File: config.mk
export PLATFORM = sky130hd
export DESIGN_NAME = change_dispense_ctrl_flat
export DESIGN_NICKNAME = d
export VERILOG_FILES = /design/src/rtl/change_dispense_if.sv /design/src/rtl/change_dispense_ctrl.sv /design/src/flat_wrapper.sv
export SDC_FILE = /design/constraint.sdc
export NUM_CORES = 1
export LEC_CHECK = 0
export ABC_AREA = 1
export CORE_ASPECT_RATIO = 1.4
export CORE_MARGIN = 2
export CORE_UTILIZATION = 61
export CTS_CLUSTER_DIAMETER = 150
export CTS_CLUSTER_SIZE = 20
export DETAILED_ROUTE_END_ITERATION = 12
export GPL_ROUTABILITY_DRIVEN = 0
export PLACE_DENSITY_LB_ADDON = 0.25
export SETUP_SLACK_MARGIN = 0.02
export SLEW_MARGIN = 20
export SYNTH_ARGS = -nofsm -noshare
export SYNTH_HDL_FRONTEND = slang
export SYNTH_SLANG_ARGS = --single-unit
File: constraint.sdc
create_clock -name clk -period 6.7 [get_ports clk]
set_input_delay 1.34 -clock clk [delete_from_list [all_inputs] [get_ports clk]]
set_output_delay 1.34 -clock clk [all_outputs]
set_load 0.03 [all_outputs]
File: src/rtl/change_dispense_if.sv
// Change-dispense handshake bundle: vending-FSM request, coin-eject mechanism
// handshake, refill strobe and status back to the host.
interface change_dispense_if;
  logic       change_req;
  logic [7:0] change_amt;
  logic       eject_ack;
  logic       refill;
  logic [1:0] refill_sel;
  logic [1:0] eject_coin;
  logic       change_busy;
  logic       change_done;
  logic [7:0] shortfall;
  logic       jam;
  logic [2:0] low_coin;

  modport master (
    output change_req, change_amt, eject_ack, refill, refill_sel,
    input  eject_coin, change_busy, change_done, shortfall, jam, low_coin
  );

  modport slave (
    input  change_req, change_amt, eject_ack, refill, refill_sel,
    output eject_coin, change_busy, change_done, shortfall, jam, low_coin
  );
endinterface

File: src/rtl/change_dispense_ctrl.sv
// Greedy change payout from three coin tubes (5/10/20) with per-coin ack
// handshake, ack-timeout jam detection, tube inventory and refill.
module change_dispense_ctrl #(
  parameter int unsigned TUBE_DEPTH  = 15,
  parameter int unsigned INIT_FILL   = 10,
  parameter int unsigned LOW_THRESH  = 2,
  parameter int unsigned ACK_TIMEOUT = 15
) (
  input  logic              clk,
  input  logic              reset,
  change_dispense_if.slave  bus
);

  localparam int unsigned CW = $clog2(TUBE_DEPTH + 1);
  localparam int unsigned TW = $clog2(ACK_TIMEOUT + 1);
  localparam int unsigned NT = 3;

  typedef enum logic [1:0] {S_IDLE, S_SELECT, S_EJECT, S_FINISH} state_t;

  state_t                r_state;
  state_t                w_state_nxt;
  logic [NT-1:0][CW-1:0] r_cnt;
  logic [NT-1:0][CW-1:0] w_cnt_nxt;
  logic [7:0]            r_remaining;
  logic [7:0]            w_remaining_nxt;
  logic [TW-1:0]         r_tmo;
  logic [TW-1:0]         w_tmo_nxt;
  logic [1:0]            r_coin;
  logic [1:0]            w_coin_nxt;
  logic                  r_busy;
  logic                  r_done;
  logic                  r_jam;
  logic                  w_jam_nxt;
  logic [7:0]            r_shortfall;
  logic [7:0]            w_shortfall_nxt;
  logic [1:0]            w_pick;
  logic                  w_ack_take;
  logic                  w_timeout;

  // Coin code to currency value; code = tube index + 1
  function automatic logic [7:0] coin_val(input logic [1:0] code);
    logic [7:0] v;
    case (code)
      2'b01:   v = 8'd5;
      2'b10:   v = 8'd10;
      2'b11:   v = 8'd20;
      default: v = 8'd0;
    endcase
    return v;
  endfunction

  // Largest coin that fits the remainder and whose tube is not empty
  always_comb begin
    w_pick = 2'b00;
    if (r_remaining >= 8'd20 && r_cnt[2] != '0)
      w_pick = 2'b11;
    else if (r_remaining >= 8'd10 && r_cnt[1] != '0)
      w_pick = 2'b10;
    else if (r_remaining >= 8'd5 && r_cnt[0] != '0)
      w_pick = 2'b01;
  end

  assign w_ack_take = (r_state == S_EJECT) && bus.eject_ack;
  assign w_timeout  = (r_state == S_EJECT) && !bus.eject_ack &&
                      (r_tmo == TW'(ACK_TIMEOUT - 1));

  always_ff @(posedge clk or negedge reset) begin
    if (!reset) r_state <= S_IDLE;
    else        r_state <= w_state_nxt;
  end

  always_comb begin
    w_state_nxt = r_state;
    case (r_state)
      S_IDLE:   if (bus.change_req) w_state_nxt = S_SELECT;
      S_SELECT: w_state_nxt = (w_pick != 2'b00) ? S_EJECT : S_FINISH;
      S_EJECT: begin
        if (w_ack_take)     w_state_nxt = S_SELECT;
        else if (w_timeout) w_state_nxt = S_FINISH;
      end
      S_FINISH: w_state_nxt = S_IDLE;
      default:  w_state_nxt = S_IDLE;
    endcase
  end

  // Next values for the payout datapath and registered outputs
  always_comb begin
    w_remaining_nxt = r_remaining;
    w_tmo_nxt       = r_tmo;
    w_coin_nxt      = r_coin;
    w_jam_nxt       = r_jam;
    w_shortfall_nxt = r_shortfall;
    case (r_state)
      S_IDLE: begin
        if (bus.change_req) begin
          w_remaining_nxt = bus.change_amt;
          w_jam_nxt       = 1'b0;
          w_shortfall_nxt = 8'd0;
          w_tmo_nxt       = '0;
          w_coin_nxt      = 2'b00;
        end
      end
      S_SELECT: begin
        w_tmo_nxt = '0;
        if (w_pick != 2'b00) w_coin_nxt      = w_pick;
        else                 w_shortfall_nxt = r_remaining;
      end
      S_EJECT: begin
        if (w_ack_take) begin
          w_remaining_nxt = r_remaining - coin_val(r_coin);
          w_tmo_nxt       = '0;
          w_coin_nxt      = 2'b00;
        end else if (w_timeout) begin
          w_jam_nxt       = 1'b1;
          w_shortfall_nxt = r_remaining;
          w_tmo_nxt       = '0;
          w_coin_nxt      = 2'b00;
        end else begin
          w_tmo_nxt = r_tmo + TW'(1);
        end
      end
      default: ;
    endcase
  end

  // Tube inventory: a same-edge refill and ejection of one tube cancel out
  always_comb begin
    w_cnt_nxt = r_cnt;
    for (int i = 0; i < int'(NT); i++) begin
      logic inc;
      logic dec;
      inc = bus.refill && (bus.refill_sel == 2'(i + 1));
      dec = w_ack_take && (r_coin == 2'(i + 1));
      if (inc && !dec) begin
        if (r_cnt[i] != CW'(TUBE_DEPTH)) w_cnt_nxt[i] = r_cnt[i] + CW'(1);
      end else if (dec && !inc) begin
        w_cnt_nxt[i] = r_cnt[i] - CW'(1);
      end
    end
  end

  always_ff @(posedge clk or negedge reset) begin
    if (!reset) begin
      for (int i = 0; i < int'(NT); i++) r_cnt[i] <= CW'(INIT_FILL);
      r_remaining <= 8'd0;
      r_tmo       <= '0;
      r_coin      <= 2'b00;
      r_busy      <= 1'b0;
      r_done      <= 1'b0;
      r_jam       <= 1'b0;
      r_shortfall <= 8'd0;
    end else begin
      r_cnt       <= w_cnt_nxt;
      r_remaining <= w_remaining_nxt;
      r_tmo       <= w_tmo_nxt;
      r_coin      <= w_coin_nxt;
      r_busy      <= (w_state_nxt != S_IDLE);
      r_done      <= (w_state_nxt == S_FINISH);
      r_jam       <= w_jam_nxt;
      r_shortfall <= w_shortfall_nxt;
    end
  end

  assign bus.eject_coin  = r_coin;
  assign bus.change_busy = r_busy;
  assign bus.change_done = r_done;
  assign bus.shortfall   = r_shortfall;
  assign bus.jam         = r_jam;

  // Low-coin flags follow the count registers directly
  always_comb begin
    for (int i = 0; i < int'(NT); i++)
      bus.low_coin[i] = (r_cnt[i] <= CW'(LOW_THRESH));
  end

endmodule

File: src/flat_wrapper.sv
// flat-port wrapper written by rule: the top's interface ports become plain ports
module change_dispense_ctrl_flat 
#(
  parameter int unsigned TUBE_DEPTH  = 15,
  parameter int unsigned INIT_FILL   = 10,
  parameter int unsigned LOW_THRESH  = 2,
  parameter int unsigned ACK_TIMEOUT = 15
)
  (clk, reset, bus_change_req, bus_change_amt, bus_eject_ack, bus_refill, bus_refill_sel, bus_eject_coin, bus_change_busy, bus_change_done, bus_shortfall, bus_jam, bus_low_coin);
  change_dispense_if bus_i ();
  input  logic clk;
  input  logic reset;
  input wire logic [$bits(bus_i.change_req)-1:0] bus_change_req;
  input wire logic [$bits(bus_i.change_amt)-1:0] bus_change_amt;
  input wire logic [$bits(bus_i.eject_ack)-1:0] bus_eject_ack;
  input wire logic [$bits(bus_i.refill)-1:0] bus_refill;
  input wire logic [$bits(bus_i.refill_sel)-1:0] bus_refill_sel;
  output wire logic [$bits(bus_i.eject_coin)-1:0] bus_eject_coin;
  output wire logic [$bits(bus_i.change_busy)-1:0] bus_change_busy;
  output wire logic [$bits(bus_i.change_done)-1:0] bus_change_done;
  output wire logic [$bits(bus_i.shortfall)-1:0] bus_shortfall;
  output wire logic [$bits(bus_i.jam)-1:0] bus_jam;
  output wire logic [$bits(bus_i.low_coin)-1:0] bus_low_coin;
  assign bus_i.change_req = bus_change_req;
  assign bus_i.change_amt = bus_change_amt;
  assign bus_i.eject_ack = bus_eject_ack;
  assign bus_i.refill = bus_refill;
  assign bus_i.refill_sel = bus_refill_sel;
  assign bus_eject_coin = bus_i.eject_coin;
  assign bus_change_busy = bus_i.change_busy;
  assign bus_change_done = bus_i.change_done;
  assign bus_shortfall = bus_i.shortfall;
  assign bus_jam = bus_i.jam;
  assign bus_low_coin = bus_i.low_coin;
  change_dispense_ctrl #(.TUBE_DEPTH(TUBE_DEPTH), .INIT_FILL(INIT_FILL), .LOW_THRESH(LOW_THRESH), .ACK_TIMEOUT(ACK_TIMEOUT)) u_core (.clk(clk), .reset(reset), .bus(bus_i));
endmodule
Word level (Yosys, flattened, before mapping)

Index checks and enable logic that the tools add are counted.

Bits in registers: 39
Latch bits: 0
Bits in writable memories: 0
Bits in read-only memories: 0
Input port bits: 15
Output and inout bits: 16
Logic and storage cells: 134
Memories kept: 0

Add/subtract/negate cells: 8
$mul: 0
Divide/modulo/power cells: 0
Order comparisons: 6
Equality and inequality tests: 24
Shifts and indexed selects: 0
Multiplexer cells: 41
Bitwise logic cells: 0
Reductions and logical operators: 44

Operator list:

| cell                                                 | count |
|---|---|
| 2-to-1 mux 8 bit                                     | 8 |
| 2-to-1 mux 4 bit                                     | 12 |
| one-hot mux 8 bit (3 select lines)                   | 1 |
| logical AND 1 bit                                    | 18 |
| 2-to-1 mux 2 bit                                     | 9 |
| adder 4 x 1 -> 4 bit (second input constant)         | 4 |
| one-hot mux 8 bit (2 select lines)                   | 1 |
| one-hot mux 5 bit (3 select lines)                   | 1 |
| == test 2 bit (second input constant)                | 7 |
| <= comparator 4 x 2 -> 1 bit (second input constant) | 3 |
| != test 2 bit (second input constant)                | 6 |
| != test 4 bit (second input constant)                | 3 |
| one-hot mux 4 bit (3 select lines)                   | 1 |
| nonzero test 2 bit                                   | 6 |
| nonzero test 4 bit                                   | 3 |
| subtractor 4 x 1 -> 4 bit (second input constant)    | 3 |
| >= comparator 8 x 3 -> 1 bit (second input constant) | 1 |
| >= comparator 8 x 4 -> 1 bit (second input constant) | 1 |
| >= comparator 8 x 5 -> 1 bit (second input constant) | 1 |
| one-hot mux 2 bit (4 select lines)                   | 1 |
| AND reduction 2 bit                                  | 4 |
| AND reduction 4 bit                                  | 2 |
| subtractor 8 bit                                     | 1 |
| logical NOT 1 bit                                    | 7 |
| 11 further kinds                                     | 19 |

Longest topological paths before layout

Depth in word-level cells: 9
Depth in mapped cells: 15
Depth with buffers taken out: 14

Worst setup path before layout

OpenSTA, ideal clock, no wires.

Kind: input to register
Start: in bus_refill_sel[0]
End: reg u_core.r_cnt[3] in the netlist's numbering
Arrival: 2675 ps
Setup slack: 3949 ps
Cell stages on the path: 13
Buffers on the path: 0
Cell sequence: inv_1 nor2_1 nand2_1 nor2_2 inv_1 ha_1 nand2_1 nand2_1 a31oi_1 or2_4 nand3_2 nand2_1 nand2_1

Longest elaborated chain between the ends: 6
Elaborated cells between the ends (all ways): 9

RTL lines:

| item                                 | line                        | RTL |
|---|---|---|
| start: declaration                   | flat_wrapper.sv:17          | `input wire logic [$bits(bus_i.refill_sel)-1:0] bus_refill_sel;` |
| == test 2 x 1 -> 1 bit (*)           | change_dispense_ctrl.sv:132 | `inc = bus.refill && (bus.refill_sel == 2'(i + 1));` |
| logical AND 1 bit (*)                | change_dispense_ctrl.sv:132 |  |
| logical NOT 1 bit                    | change_dispense_ctrl.sv:136 | `end else if (dec && !inc) begin` |
| logical AND 1 bit                    | change_dispense_ctrl.sv:136 |  |
| nonzero test 2 bit (no source line)  | -                           |  |
| AND reduction 2 bit (no source line) | -                           |  |
| end signal: assignment               | change_dispense_ctrl.sv:153 | `r_cnt <= w_cnt_nxt;` |
| end: declaration                     | change_dispense_ctrl.sv:22  | `logic [NT-1:0][CW-1:0] r_cnt;` |

Every way passes the cells marked *; elsewhere a longest branch is shown, timed or not.
A chain may end at the register's enable or synchronous reset.

Final worst setup path

Same ends and word-level chain as after synthesis.

==> impl_results.md <==
* Outcome: completed
* Number of port buffers at 30
* Cell variety after synth at 36
* CP required at 6.94 ns
* Die Wd at 59.67 um
* Drt drc at 0
* Post-route minimum period at 3.160 ns
* ANT cells at 0
* Hold Crit Class: reg -> reg
* Final nets at 410
* Die ar. at 4888 um2
* Syn Area/Cell at 7.760 um2
* Final period util at 47.17%
* Crit path from: bus_refill_sel[0]
* Critical Path Source Type: primary input
* Die Y at 81.93 um
* WP data arrival at 3.40 ns
* Setup violators final at 0
* Routed length per instance at 12.65 um
* Skew-Pair Late Insertion Delay at 0.30 ns
* Overall routing resource usage at 24.94%
* Crit end category: flip-flop
* Syn_nets at 377
* Final HPWL DP at 4.037 mm
* Least-Margin Pin Slew at 0.8703 ns
* CP Max Fanout at 4
* Placement Setup Slack at 3.256 ns
* RSZ-0062 raised after global routing: no
* YS warnings at 0
* CP max-delay cell: clkdlybuf4s50_1
* Initial Util at 62.95%
* Max_cap viols at 0
* Critical Path Max Stage Delay at 0.48 ns
* Antenna violations before repair at 0
* Sequential area share after synthesis at 37.16%
* Post-CTS resize count at 0
* Hold Startpoint: u_core.bus.shortfall[4]$_DFFE_PN0P_
* Final hold viol count at 0
* Largest net degree at the start of global routing at 40
* Io pins at 31
* Fmax at 316.4 MHz
* Remaining global-route overflow at 0
* CP Class: in -> reg
* Filler cell count at 355
* Mapped Area at 2646 um2
* Cell Rows at 28
* CTS tree: done
* Final wirelength at 5.314 mm
* Worst clock skew at 0.008142 ns
* Number of synthesized register bits at 39
* Reg2reg start: u_core.r_state[0]$_DFF_PN0_
* Final Cell Area at 3057 um2
* Synthesis-to-layout area growth at 15.51%
* Hold Buf Count CTS at 0
* Root buffer cell: clkbuf_8
* Via count at 2259
* Most used cell, CP: nand2_1
* Clock buffer depth at 2
* H-tree Lvls at 2
* Core area at 4204 um2
* Placed Cells at 412
* Layout cell share with drive strength beyond 1 at 11.20%
* Antenna-violating nets left at 0
* Postcts setup bufs at 0
* Number of global-route vias before repair at 2248
* Clk sinks at 39
* Pre-antenna DRT Iters at 5
* Slew margin rel. at 41.98%
* Placed cell area at 2975 um2
* Avg Vias per Cell at 5.379
* Global-route wire length before repair at 9.328 mm
* Worst ir drop on vdd at 272.1 uV
* Initial DRC count at 83
* Final worst slack at 3.540 ns
* Worst-path cell chain: clkdlybuf4s50_1 > inv_1 > nor2_1 > nand2_1 > nor2_2 > inv_1 > ha_1 > nand2_1 > nand2_1 > a31oi_1 > or2_4 > nand3_2 > nand2_1 > nand2_1
* Power Density at 478.1 nW/um2
* CTS Buf Count at 5
* Clock slew at reported path FFs at 0.08 ns
* Max Slew Vio Count at 0
* Setup_tns at 0 ns
* Cell Count, Final, Fillers Out at 420
* Post-synthesis cell count at 341
* Static leakage at 1.488 nW
-- through the flow --
step           power (mW)  utilization [%]  hold slack, ns
5_1_grt             1.606            72.71          0.5031
6_report            1.461            72.71          0.4706
4_1_cts             1.467            72.71          0.4750
3_3_place_gp        1.275            70.77          0.4528
2_1_floorplan       1.085                -          0.4491
3_5_place_dp        1.305            70.77          0.4570
-- kinds of logic (layout without fill, tap and decap cells) --
group	count (synthesis)	after routing	synth area share (%)
simple gates	180	180	31.68
buf+inv	47	81	6.950
compound gates	44	44	9.835
flops	39	39	37.16
fa+ha+maj	21	21	11.06
xor+xnor	10	10	3.310
-- Yosys cell counts --
cell | number | area [um2]
or2_1 | 1 | 6.260
a21o_1 | 1 | 7.510
a21oi_1 | 13 | 65.06
o21a_1 | 2 | 15.01
or2_4 | 1 | 8.760
o21ai_0 | 12 | 60.06
o22ai_1 | 1 | 6.260
o21ai_2 | 3 | 26.28
ha_1 | 17 | 212.7
dfstp_2 | 6 | 157.7
o211ai_1 | 2 | 15.01
o21ai_1 | 5 | 25.02
nand3_1 | 17 | 85.08
o21bai_1 | 1 | 7.510
buf_4 | 2 | 15.01
nand2_1 | 105 | 394.1
dfrtp_1 | 33 | 825.8
nand2_4 | 2 | 22.52
inv_1 | 37 | 138.9
o31ai_1 | 1 | 7.510
buf_1 | 1 | 3.750
inv_2 | 6 | 22.52
o31ai_2 | 1 | 12.51
clkbuf_1 | 1 | 3.750
nor2_2 | 6 | 37.54
a31oi_1 | 2 | 12.51
nand3b_1 | 10 | 75.07
xnor2_1 | 4 | 35.03
nor2_1 | 24 | 90.09
xor2_1 | 6 | 52.55
nand4_1 | 4 | 25.02
nor2_4 | 4 | 45.04
nor3_2 | 1 | 10.01
fa_1 | 4 | 80.08
nand2_2 | 3 | 18.77
nand3_2 | 2 | 20.02
-- worst paths after layout --
kind	depth (start not counted)	slack [ns]	endpoint
worst max-delay path	14	3.54	u_core.r_cnt[3]$_DFFE_PN1P_
worst min-delay path	2	0.47	u_core.bus.shortfall[4]$_DFFE_PN0P_
worst max register to register	14	3.90	u_core.r_cnt[11]$_DFFE_PN1P_
worst min register to register	2	0.47	u_core.bus.shortfall[4]$_DFFE_PN0P_
max in group asynchronous	1	5.00	u_core.bus.eject_coin[0]$_DFFE_PN0P_
min in group asynchronous	1	1.16	u_core.r_cnt[10]$_DFFE_PN0P_
-- layer usage --
layer	vias up	global-route usage (%)	part of all wire [%]
li1	1155	-	-
met1	1047	28.43	43
met2	47	45.00	53
met3	10	4.567	3.3
met4	0	9.556	1.4
met5	-	0	0
-- power breakdown --
part / total [mW] / switching, mW / internal (mW)
clock: 0.155 / 0.0820 / 0.0731
combinational: 0.857 / 0.521 / 0.337
sequential: 0.449 / 0.100 / 0.348
total: 1.46 / 0.703 / 0.758
-- worst max-delay path, delay by kind of cell --
| kind | cells | cell delay (ns) |
|---|---|---|
| buffers and inverters | 3 | 0.66 |
| AND/OR/NAND/NOR | 9 | 0.84 |
| adder cells (fa/ha/maj) | 1 | 0.35 |
| AO/OA/AOI/OAI | 1 | 0.19 |
-- layout by cell type (no fill, tap or decap), types with 3 or more instances in the layout --
cell type	n
a21oi_1	13
clkbuf_8	5
clkdlybuf4s50_1	29
dfrtp_1	33
dfstp_2	6
fa_1	4
ha_1	17
inv_1	37
inv_2	6
nand2_1	105
nand2_2	3
nand3_1	17
nand3b_1	10
nand4_1	4
nor2_1	24
nor2_2	6
nor2_4	4
o21ai_0	12
o21ai_1	5
o21ai_2	3
xnor2_1	4
xor2_1	6
-- registers in the layout, indices dropped and copies added, names as in the netlist --
name	flops
u_core.r_cnt	12
u_core.bus.shortfall	8
u_core.r_remaining	8
u_core.r_tmo	4
u_core.bus.eject_coin	2
u_core.r_state	2
u_core.bus.change_busy	1
u_core.bus.change_done	1
u_core.bus.jam	1
-- layout make-up --
cell class                      instances  area, um2  area share [%]
Clock buffer                            7      76.32           2.497
Timing Repair Buffer                   30      295.3           9.660
Inverter                               43      161.4           5.280
Clock inverter                          1      5.005          0.1637
Tap cell                               45      56.30           1.842
Multi-Input combinational cell        255       1479           48.38
Sequential cell                        39      983.4           32.17
No activity file was read; power rests on OpenSTA's default activity.
